File: config.mk
export PLATFORM = sky130hd
export DESIGN_NAME = ex_div
export DESIGN_NICKNAME = d
export VERILOG_FILES = /design/src/rtl/ex_div.sv
export SDC_FILE = /design/constraint.sdc
export NUM_CORES = 1
export LEC_CHECK = 0
export ABC_AREA = 1
export CAP_MARGIN = 20
export CORE_UTILIZATION = 55
export CTS_CLUSTER_DIAMETER = 150
export DETAILED_ROUTE_END_ITERATION = 6
export PLACE_DENSITY = 0.76
export SYNTH_ARGS = -nofsm -noshare
export SYNTH_HDL_FRONTEND = slang
export SYNTH_SLANG_ARGS = --single-unit
export TNS_END_PERCENT = 100
File: constraint.sdc
create_clock -name clk -period 5.5 [get_ports clk]
set_input_delay 1.375 -clock clk [delete_from_list [all_inputs] [get_ports clk]]
set_output_delay 1.375 -clock clk [all_outputs]
set_load 0.005 [all_outputs]
File: src/rtl/ex_div.sv
// ex_div: iterative 32-bit divide/remainder unit for the EX stage.
// Restoring radix-2 divider, one quotient bit per clock while in ON.
// Signed operands are divided as magnitudes and sign-corrected when the
// result is registered.
// Divide-by-zero and signed overflow return fixed results. By default they
// still run the full 32 steps so every divide has the same latency. Define
// DIV_SPECIAL_FASTPATH_EN to send these cases straight to END instead.
//
// Handshake: start_i is held high from the request cycle until the result
// has been consumed. ready_o=1 marks result_o as valid. The first edge with
// start_i=0 while in END returns the block to IDLE. annul_i drops any
// operation and blocks a new start on the same edge.
module ex_div (
  input  logic        clk,
  input  logic        rst,
  input  logic        start_i,
  input  logic        signed_i,
  input  logic        rem_sel_i,
  input  logic [31:0] opdata1_i,
  input  logic [31:0] opdata2_i,
  input  logic        annul_i,
  output logic [31:0] result_o,
  output logic        ready_o,
  output logic        stallreq_o
);

  localparam logic [1:0] S_IDLE = 2'd0;
  localparam logic [1:0] S_ON   = 2'd1;
  localparam logic [1:0] S_END  = 2'd2;

  // state
  logic [1:0]  state_q,   state_d;
  logic [4:0]  cnt_q,     cnt_d;
  logic [64:0] rq_q,      rq_d;       // {partial remainder[32:0], dividend/quotient[31:0]}
  logic [31:0] dvsr_q,    dvsr_d;
  logic        neg_quo_q, neg_quo_d;
  logic        neg_rem_q, neg_rem_d;
  logic        rem_sel_q, rem_sel_d;
  logic        spec_q,    spec_d;
  logic [31:0] spec_res_q, spec_res_d;
  logic [31:0] result_q,  result_d;
  logic        ready_q,   ready_d;

  // operand decode at the start edge
  logic        op1_neg, op2_neg;
  logic [31:0] op1_abs, op2_abs;
  logic        div_zero, sgn_ovf, is_special;
  logic [31:0] spec_val;

  // one division step and result fixup
  logic [33:0] diff;
  logic [64:0] rq_step;
  logic [31:0] quo_raw, rem_raw, quo_fix, rem_fix, final_res;

  // Operand magnitudes and special-case detection from the live inputs.
  always_comb begin
    op1_neg    = signed_i & opdata1_i[31];
    op2_neg    = signed_i & opdata2_i[31];
    op1_abs    = op1_neg ? (~opdata1_i + 32'd1) : opdata1_i;
    op2_abs    = op2_neg ? (~opdata2_i + 32'd1) : opdata2_i;
    div_zero   = (opdata2_i == 32'd0);
    sgn_ovf    = signed_i && (opdata1_i == 32'h8000_0000) && (opdata2_i == 32'hFFFF_FFFF);
    is_special = div_zero | sgn_ovf;
    if (div_zero) spec_val = rem_sel_i ? opdata1_i : 32'hFFFF_FFFF;
    else          spec_val = rem_sel_i ? 32'd0     : 32'h8000_0000;
  end

  // Restoring step: shift in the next dividend bit and subtract the divisor
  // when the trial remainder does not go negative.
  always_comb begin
    diff = rq_q[64:31] - {2'b00, dvsr_q};
    if (diff[33]) rq_step = {rq_q[63:0], 1'b0};
    else          rq_step = {diff[32:0], rq_q[30:0], 1'b1};
    quo_raw   = rq_step[31:0];
    rem_raw   = rq_step[63:32];
    quo_fix   = neg_quo_q ? (~quo_raw + 32'd1) : quo_raw;
    rem_fix   = neg_rem_q ? (~rem_raw + 32'd1) : rem_raw;
    final_res = spec_q ? spec_res_q : (rem_sel_q ? rem_fix : quo_fix);
  end

  // FSM and datapath next-state.
  always_comb begin
    state_d    = state_q;
    cnt_d      = cnt_q;
    rq_d       = rq_q;
    dvsr_d     = dvsr_q;
    neg_quo_d  = neg_quo_q;
    neg_rem_d  = neg_rem_q;
    rem_sel_d  = rem_sel_q;
    spec_d     = spec_q;
    spec_res_d = spec_res_q;
    result_d   = result_q;
    ready_d    = ready_q;
    case (state_q)
      S_IDLE: begin
        result_d = 32'd0;
        ready_d  = 1'b0;
        if (start_i && !annul_i) begin
          rq_d       = {33'd0, op1_abs};
          dvsr_d     = op2_abs;
          neg_quo_d  = op1_neg ^ op2_neg;
          neg_rem_d  = op1_neg;
          rem_sel_d  = rem_sel_i;
          spec_d     = is_special;
          spec_res_d = spec_val;
          cnt_d      = 5'd0;
`ifdef DIV_SPECIAL_FASTPATH_EN
          if (is_special) begin
            state_d  = S_END;
            result_d = spec_val;
            ready_d  = 1'b1;
          end else begin
            state_d  = S_ON;
          end
`else
          state_d = S_ON;
`endif
        end
      end
      S_ON: begin
        if (annul_i) begin
          state_d = S_IDLE;
          cnt_d   = 5'd0;
        end else begin
          rq_d  = rq_step;
          cnt_d = cnt_q + 5'd1;
          if (cnt_q == 5'd31) begin
            state_d  = S_END;
            result_d = final_res;
            ready_d  = 1'b1;
          end
        end
      end
      S_END: begin
        if (annul_i || !start_i) begin
          state_d  = S_IDLE;
          cnt_d    = 5'd0;
          result_d = 32'd0;
          ready_d  = 1'b0;
        end
      end
      default: begin
        state_d  = S_IDLE;
        cnt_d    = 5'd0;
        result_d = 32'd0;
        ready_d  = 1'b0;
      end
    endcase
  end

  // State registers with asynchronous active-low reset.
  always_ff @(posedge clk or negedge rst) begin
    if (!rst) begin
      state_q    <= S_IDLE;
      cnt_q      <= 5'd0;
      rq_q       <= 65'd0;
      dvsr_q     <= 32'd0;
      neg_quo_q  <= 1'b0;
      neg_rem_q  <= 1'b0;
      rem_sel_q  <= 1'b0;
      spec_q     <= 1'b0;
      spec_res_q <= 32'd0;
      result_q   <= 32'd0;
      ready_q    <= 1'b0;
    end else begin
      state_q    <= state_d;
      cnt_q      <= cnt_d;
      rq_q       <= rq_d;
      dvsr_q     <= dvsr_d;
      neg_quo_q  <= neg_quo_d;
      neg_rem_q  <= neg_rem_d;
      rem_sel_q  <= rem_sel_d;
      spec_q     <= spec_d;
      spec_res_q <= spec_res_d;
      result_q   <= result_d;
      ready_q    <= ready_d;
    end
  end

  assign result_o   = result_q;
  assign ready_o    = ready_q;
  assign stallreq_o = start_i & ~ready_q & ~annul_i;

endmodule

## After elaboration in Yosys (flattened, before gate mapping)

Cells that the tools add are included.

| cells by class | value |
|---|---|
| muxes and demuxes | 30 |
| add/sub/neg operators | 6 |
| reductions and logical operators | 14 |
| bitwise gates (word level) | 12 |
| equal/unequal tests | 10 |

Operators by type and width:

| cell | number |
|---|---|
| 2-to-1 mux 32 bit | 12 |
| 2-to-1 mux 65 bit | 3 |
| one-hot mux 65 bit (2 select lines) | 1 |
| adder 32 x 1 -> 32 bit (second input constant) | 4 |
| NOT 32 bit | 4 |
| == test 32 bit (second input constant) | 2 |
| one-hot mux 32 bit (2 select lines) | 1 |
| subtractor 34 x 32 -> 34 bit | 1 |
| logical NOT 32 bit | 1 |
| 2-to-1 mux 5 bit | 3 |
| one-hot mux 5 bit (3 select lines) | 1 |
| AND reduction 3 bit | 3 |
| 2-to-1 mux 2 bit | 4 |
| inequality test 2 bit (second input constant) | 4 |
| one-hot mux 2 bit (3 select lines) | 1 |
| adder 5 x 1 -> 5 bit (second input constant) | 1 |
| == test 5 bit (second input constant) | 1 |
| AND 1 bit | 4 |
| AND reduction 2 bit | 2 |
| logical AND 1 bit | 3 |
| 2-to-1 mux 1 bit | 3 |
| inequality test 3 bit (second input constant) | 1 |
| == test 2 x 1 -> 1 bit (second input constant) | 1 |
| == test 2 bit (second input constant) | 1 |
| 8 further kinds | 10 |

| storage, ports and cells | value |
|---|---|
| output and inout port bits | 34 |
| word-level logic and storage cells | 83 |
| flip-flop bits (word level) | 173 |
| input bits | 70 |

## Depth between registers and ports, before layout

Gate-level depths: netlist of the first run.

| depth | value |
|---|---|
| depth after elaboration | 10 |
| gate-level depth with buffers | 35 |
| depth with buffers taken out | 34 |

## Worst setup path before layout of the first run

OpenSTA, ideal clock, no wires.

| path | value |
|---|---|
| path type | flip-flop to flip-flop |
| from | reg rq_q[47] |
| to | reg result_q[30], in the netlist result_o[30] |
| setup time | 0.117 ns |
| data required time | 5.383 ns |
| period minus slack after synthesis | 3.853 ns |
| arrival | 3.736 ns |
| buffers on the path | 1 |
| setup slack | 1.647 ns |
| stages on the path, launching flop included | 30 |
| cells stage by stage | dfrtp_1 -> ha_1 -> a21oi_1 -> nand2_1 -> a21oi_1 -> nand2_2 -> nand2_2 -> nand3_2 -> nand2_4 -> buf_2 -> ha_1 -> inv_1 -> nor3_1 -> nand3_1 -> nor2_1 -> nand2_1 -> nor3_2 -> nand2_1 -> inv_1 -> nand2_1 -> o21ai_1 -> o21ai_0 -> clkinv_1 -> o21ai_0 -> a21oi_1 -> o21ai_0 -> nand2_1 -> nand2_1 -> nand2_1 -> nand2_1 |

| between the ends | value |
|---|---|
| word-level cells in the longest chain between the ends | 10 |
| elaborated cells on any way between the ends | 13 |
| classes of those cells | add/sub: 3; mux: 8; bitwise: 2 |

RTL lines:

| item | RTL line | source |
|---|---|---|
| start: declaration | 34 | `logic [64:0] rq_q, rq_d;` |
| start signal: assignment | 168 | `rq_q <= rq_d;` |
| subtractor 34 x 32 -> 34 bit | 71 | `diff = rq_q[64:31] - {2'b00, dvsr_q};` |
| 2-to-1 mux 65 bit (*) | 72 | `if (diff[33]) rq_step = {rq_q[63:0], 1'b0};` |
| NOT 32 bit (on tied branches) | 76, 77 |  |
| adder 32 x 1 -> 32 bit (on tied branches) | 76, 77 |  |
| 2-to-1 mux 32 bit (on tied branches) | 76, 77 |  |
| 2-to-1 mux 32 bit (*) (2 in a row) | 78 | `final_res = spec_q ? spec_res_q : (rem_sel_q ? rem_fix : quo_fix);` |
| 2-to-1 mux 32 bit (*) | 127 | `if (cnt_q == 5'd31) begin` |
| 2-to-1 mux 32 bit (*) | 121 | `if (annul_i) begin` |
| one-hot mux 32 bit (2 select lines) (*) | 94 | `case (state_q)` |
| end signal: assignment | 175 | `result_q <= result_d;` |
| end: declaration | 41 | `logic [31:0] result_q, result_d;` |

Every way passes the cells marked *; elsewhere a longest branch is shown, timed or not. The select of a mux whose other input is x is not followed.
A chain may end at the register's enable or synchronous reset.

## Final worst setup path of the first run

| path | value |
|---|---|
| from | reg dvsr_q[21] |
| to | reg result_q[30], in the netlist result_o[30] |

| between the ends | value |
|---|---|
| word-level cells in the longest chain between the ends | 10 |
| elaborated cells on any way between the ends | 13 |
| classes of those cells | add/sub: 3; mux: 8; bitwise: 2 |

RTL lines:

| item | RTL line | source |
|---|---|---|
| start: declaration | 35 | `logic [31:0] dvsr_q, dvsr_d;` |
| start signal: assignment | 169 | `dvsr_q <= dvsr_d;` |
| subtractor 34 x 32 -> 34 bit (*) | 71 |  |
| 2-to-1 mux 65 bit (*) | 72 |  |
| NOT 32 bit (on tied branches) | 76, 77 |  |
| adder 32 x 1 -> 32 bit (on tied branches) | 76, 77 |  |
| 2-to-1 mux 32 bit (on tied branches) | 76, 77 |  |
| 2-to-1 mux 32 bit (*) (2 in a row) | 78 |  |
| 2-to-1 mux 32 bit (*) | 127 |  |
| 2-to-1 mux 32 bit (*) | 121 |  |
| one-hot mux 32 bit (2 select lines) (*) | 94 |  |

Marked as above.

==> results of run 1 <==
layout make-up:
cell class                 count  share of cell area (%)
multi-input combinational   1663                    52.0
clock buffer                  17                    2.67
tap                          330                    2.59
sequential                   173                    27.2
inverter                     280                    6.60
clock inverter                15                    1.30
timing repair buffer         126                    7.69
layer usage:
layer	GRT usage [%]	vias to the layer above
li1	-	7288
met1	53.1	7171
met2	57.5	656
met3	4.75	79
met4	9.65	0
met5	0	-
critical path, delay by kind of cell (launching register included):
kind	cells	cell delay, ns
flops	1	0.49
simple gates	17	2.28
fa+ha+maj	2	0.54
compound gates	6	0.95
buf+inv	4	0.32
synthesized netlist by cell type (2+ instances only):
library cell,instances,share of area (%)
nand4_1,26,1.2
inv_1,270,7.2
nand3b_1,13,0.69
buf_6,7,0.56
a22oi_1,2,0.11
o211ai_1,20,1.1
nor3b_1,3,0.16
xnor2_1,29,1.8
o221ai_1,2,0.12
nor4_1,9,0.40
clkbuf_1,61,1.6
nand2_2,24,1.1
nand2_4,2,0.16
o21ai_1,13,0.46
a31oi_1,4,0.18
xor2_1,39,2.4
a21oi_1,111,4.0
buf_1,4,0.11
o31ai_1,3,0.16
and2_1,3,0.13
o21ai_0,198,7.1
o22ai_1,57,2.5
nor2_4,2,0.16
ha_1,38,3.4
a22o_1,2,0.12
nand3_2,8,0.57
nor2_2,7,0.31
nor2_1,174,4.6
a21o_1,2,0.11
nor3_1,38,1.4
nand3_1,145,5.2
dfrtp_1,173,31
buf_4,3,0.16
inv_2,6,0.16
o21bai_1,8,0.43
buf_2,7,0.25
a21oi_4,3,0.35
nand2_1,667,18
clkinv_1,4,0.11
cell usage in the layout (no fill, tap or decap), types with 4 or more instances in the layout:
cell	count
inv_1	269
nand2_1	667
o22ai_1	57
inv_12	5
dfrtp_1	173
nand4_1	26
xor2_1	39
nor4_1	9
o211ai_1	20
clkinv_1	4
clkdlybuf4s50_1	102
clkinv_8	5
buf_4	22
a31oi_1	4
ha_1	38
nand3_1	145
o21ai_0	198
nand3_2	8
clkbuf_16	17
a21oi_1	111
nor3_1	37
nor2_2	8
nor2_1	173
o21bai_1	8
nand3b_1	13
inv_2	7
nand2_2	24
xnor2_1	29
o21ai_1	13
cell families (layout without fill, tap and decap cells):
group / count (synthesis) / after routing
flops: 173 / 173
simple gates: 1124 / 1124
xor+xnor: 68 / 68
compound gates: 432 / 432
fa+ha+maj: 39 / 39
buf+inv: 363 / 438
worst paths after layout:
kind                              start           end  slack [ns]  cells past startpoint
setup / recovery             dvsr_q[21]  result_o[30]        0.80                     29
hold / removal             result_o[26]  result_o[26]        0.48                      2
setup reg to reg             dvsr_q[21]  result_o[30]        0.80                     29
hold reg to reg            result_o[26]  result_o[26]        0.48                      2
max in group asynchronous           rst  result_o[13]        3.40                      2
min in group asynchronous           rst  result_o[26]        1.01                      1
through the flow:
stage / utilization [%] / hold slack, ns / power, mW / std cells / setup slack (ns)
detailed placement: 60.8 / 0.466 / 7.07 / 2571 / 0.889
global placement: 60.8 / 0.461 / 7.01 / 2571 / 1.01
finish: 63.4 / 0.483 / 8.55 / 2604 / 0.796
CTS: 63.3 / 0.488 / 8.42 / 2603 / 0.861
floorplan: - / 0.448 / 5.67 / 2199 / 1.65
global route: 63.4 / 0.506 / 9.24 / 2604 / 0.285
power breakdown:
part | switching, mW | total (mW) | internal (mW)
combinational | 3.86 | 5.50 | 1.65
clock | 0.682 | 1.32 | 0.635
sequential | 0.231 | 1.73 | 1.50
total | 4.77 | 8.55 | 3.78
flip-flops by register name (all words and copies together), names as in the netlist:
register,count
result_o,32
dvsr_q,32
spec_res_q,32
cnt_q,5
neg_rem_q,1
state_q,2
neg_quo_q,1
ready_o,1
spec_q,1
rem_sel_q,1
rq_q,65
==> results.cfg, run 1 <==
[setup_path]
critPathRequiredTime_ns = 5.84
cp_slowest_stage_delay_ns = 0.49
critical_path_fanouts_max = 17
timing.critical_path.slowest_stage_cell = dfrtp_1
critical_path_class = flop to flop
critical-path-top-cell-by-count = nand2_1
setup.worst_path.start_class = flop
worstPathArrival_ns = 5.05
timing.critical_path.to_type = flop

[logic_synthesis]
synthCells = 2199
postSynthAreaPerCell_um2 = 6.39
main_combinational_cell_family_by_area_after_synthesis = simple AND/OR/NAND/NOR gates
synth-compound-area-share_pct = 17.1
synthXorXnorAreaFrac_pct = 4.24
number_of_synthesized_flops_with_an_enable_pin = 0
post_synth_simple_gate_area_pct = 34.0
async_set_reset_flop_share_out_of_synthesis_pct = 100
synth.yosys.seq_area_share_pct = 30.8
ys_seq_elements = 173
ys_types = 51
yosys_warnings = 0
post_synth_mux_area_share_pct = 0
ys.flop_type = dfrtp_1
netlist_area_um2 = 14000
synth_fa_ha_area_share_pct = 3.53
mappedNetlistNets = 2308

[clock_network]
cts_resized = 0
clockRootBuffer = clkbuf_16
cts_setup_buffers = 0
clk_pin_slew_ns = 0.09
worst_skew_pair.late_latency_ns = 0.45
tritoncts = yes
clk_path_buf_depth = 2
number_of_hold_repair_buffers_added_at_the_cts_stage = 0
numCtsBuffers = 17
tritoncts_num_sinks = 173
cts_htree_levels = 4

[flow_run]
drv.max_cap_violation_count = 0

[sta]
timing.final.max_slew_violations = 0
fin_setup_tns_ns = 0
timing.final.crit_share_pct = 85.5
timing_hold_violations_final = 0
finClkSkew_ns = 0.0218
fmax_ghz = 0.213
max_slew_margin_pct = 30.7
final_period_minus_worst_setup_slack_ns = 4.70
slew_worst_pin_ns = 1.04
grt_setup_unrepaired = no
report.final.setup_viol = 0

[floorplanning]
die_x_um = 162
total_die_area_um2 = 26200
ios = 104
core-area_um2 = 25100
num_rows = 58
initial_core_util_pct = 55.9
die_height_um = 162

[global_route]
first_pass_grt_wire_length_mm = 75.1
grt_overflow_total = 0
groute.usage.overall_pct = 36.7
pin_count_of_the_biggest_net_entering_global_routing = 99
number_of_global_route_vias_before_repair = 13900
antenna_found_initial = 0

[placement]
postPlaceCellArea_um2 = 15300
dp_hpwl_mm = 36.1
port_buffers = 103
gp_congestion = 0.956

[routing]
top_layer = met4
routedLengthMet1_mm = 21.6
drt-wirelength-per-cell_um = 18.2
ant_nets = 0
detailedRoute.firstPassIterationCount = 7
drt_first_iter_violations = 1705
wl_met3_mm = 3.31
viasPerCell = 5.83
drt-total-wl_mm = 47.5
routed-via-count = 15200
drt_drc_violations_left = 1
met2_wirelength_mm = 21.4

[cells_and_area]
multi_input_comb_area_um2 = 8280
antenna_cells_inserted = 0
seq_area_um2 = 4330
area_growth_syn_to_layout_pct = 13.4
final_area_um2 = 15900
num-nets-final = 2370
final_layout_size_suffix_gt1_share_pct = 5.10
fillerInstances = 2388

[power]
worst_ir_drop_vdd_mv = 0.322
leakage_nw = 7.76
pwr_density_cell_nw_per_um2 = 537

[run_status]
failed_checks = DRC
status = finished, violations left

[min_path]
hold_class = flop to flop
(Power assumes the default switching activity.)
==> inputs of run 2 (changes only) <==
--- a/config.mk
+++ b/config.mk
@@ -6,10 +6,12 @@
 export NUM_CORES = 1
 export LEC_CHECK = 0
 export ABC_AREA = 1
+export ABC_CLOCK_PERIOD_IN_PS = 5500
 export CAP_MARGIN = 20
 export CORE_UTILIZATION = 55
 export CTS_CLUSTER_DIAMETER = 150
 export DETAILED_ROUTE_END_ITERATION = 6
+export HOLD_SLACK_MARGIN = 0.02
 export PLACE_DENSITY = 0.76
 export SYNTH_ARGS = -nofsm -noshare
 export SYNTH_HDL_FRONTEND = slang
==> results of run 2 <==
Same layout as run 1: the final DEF is identical, and so are final timing and power.
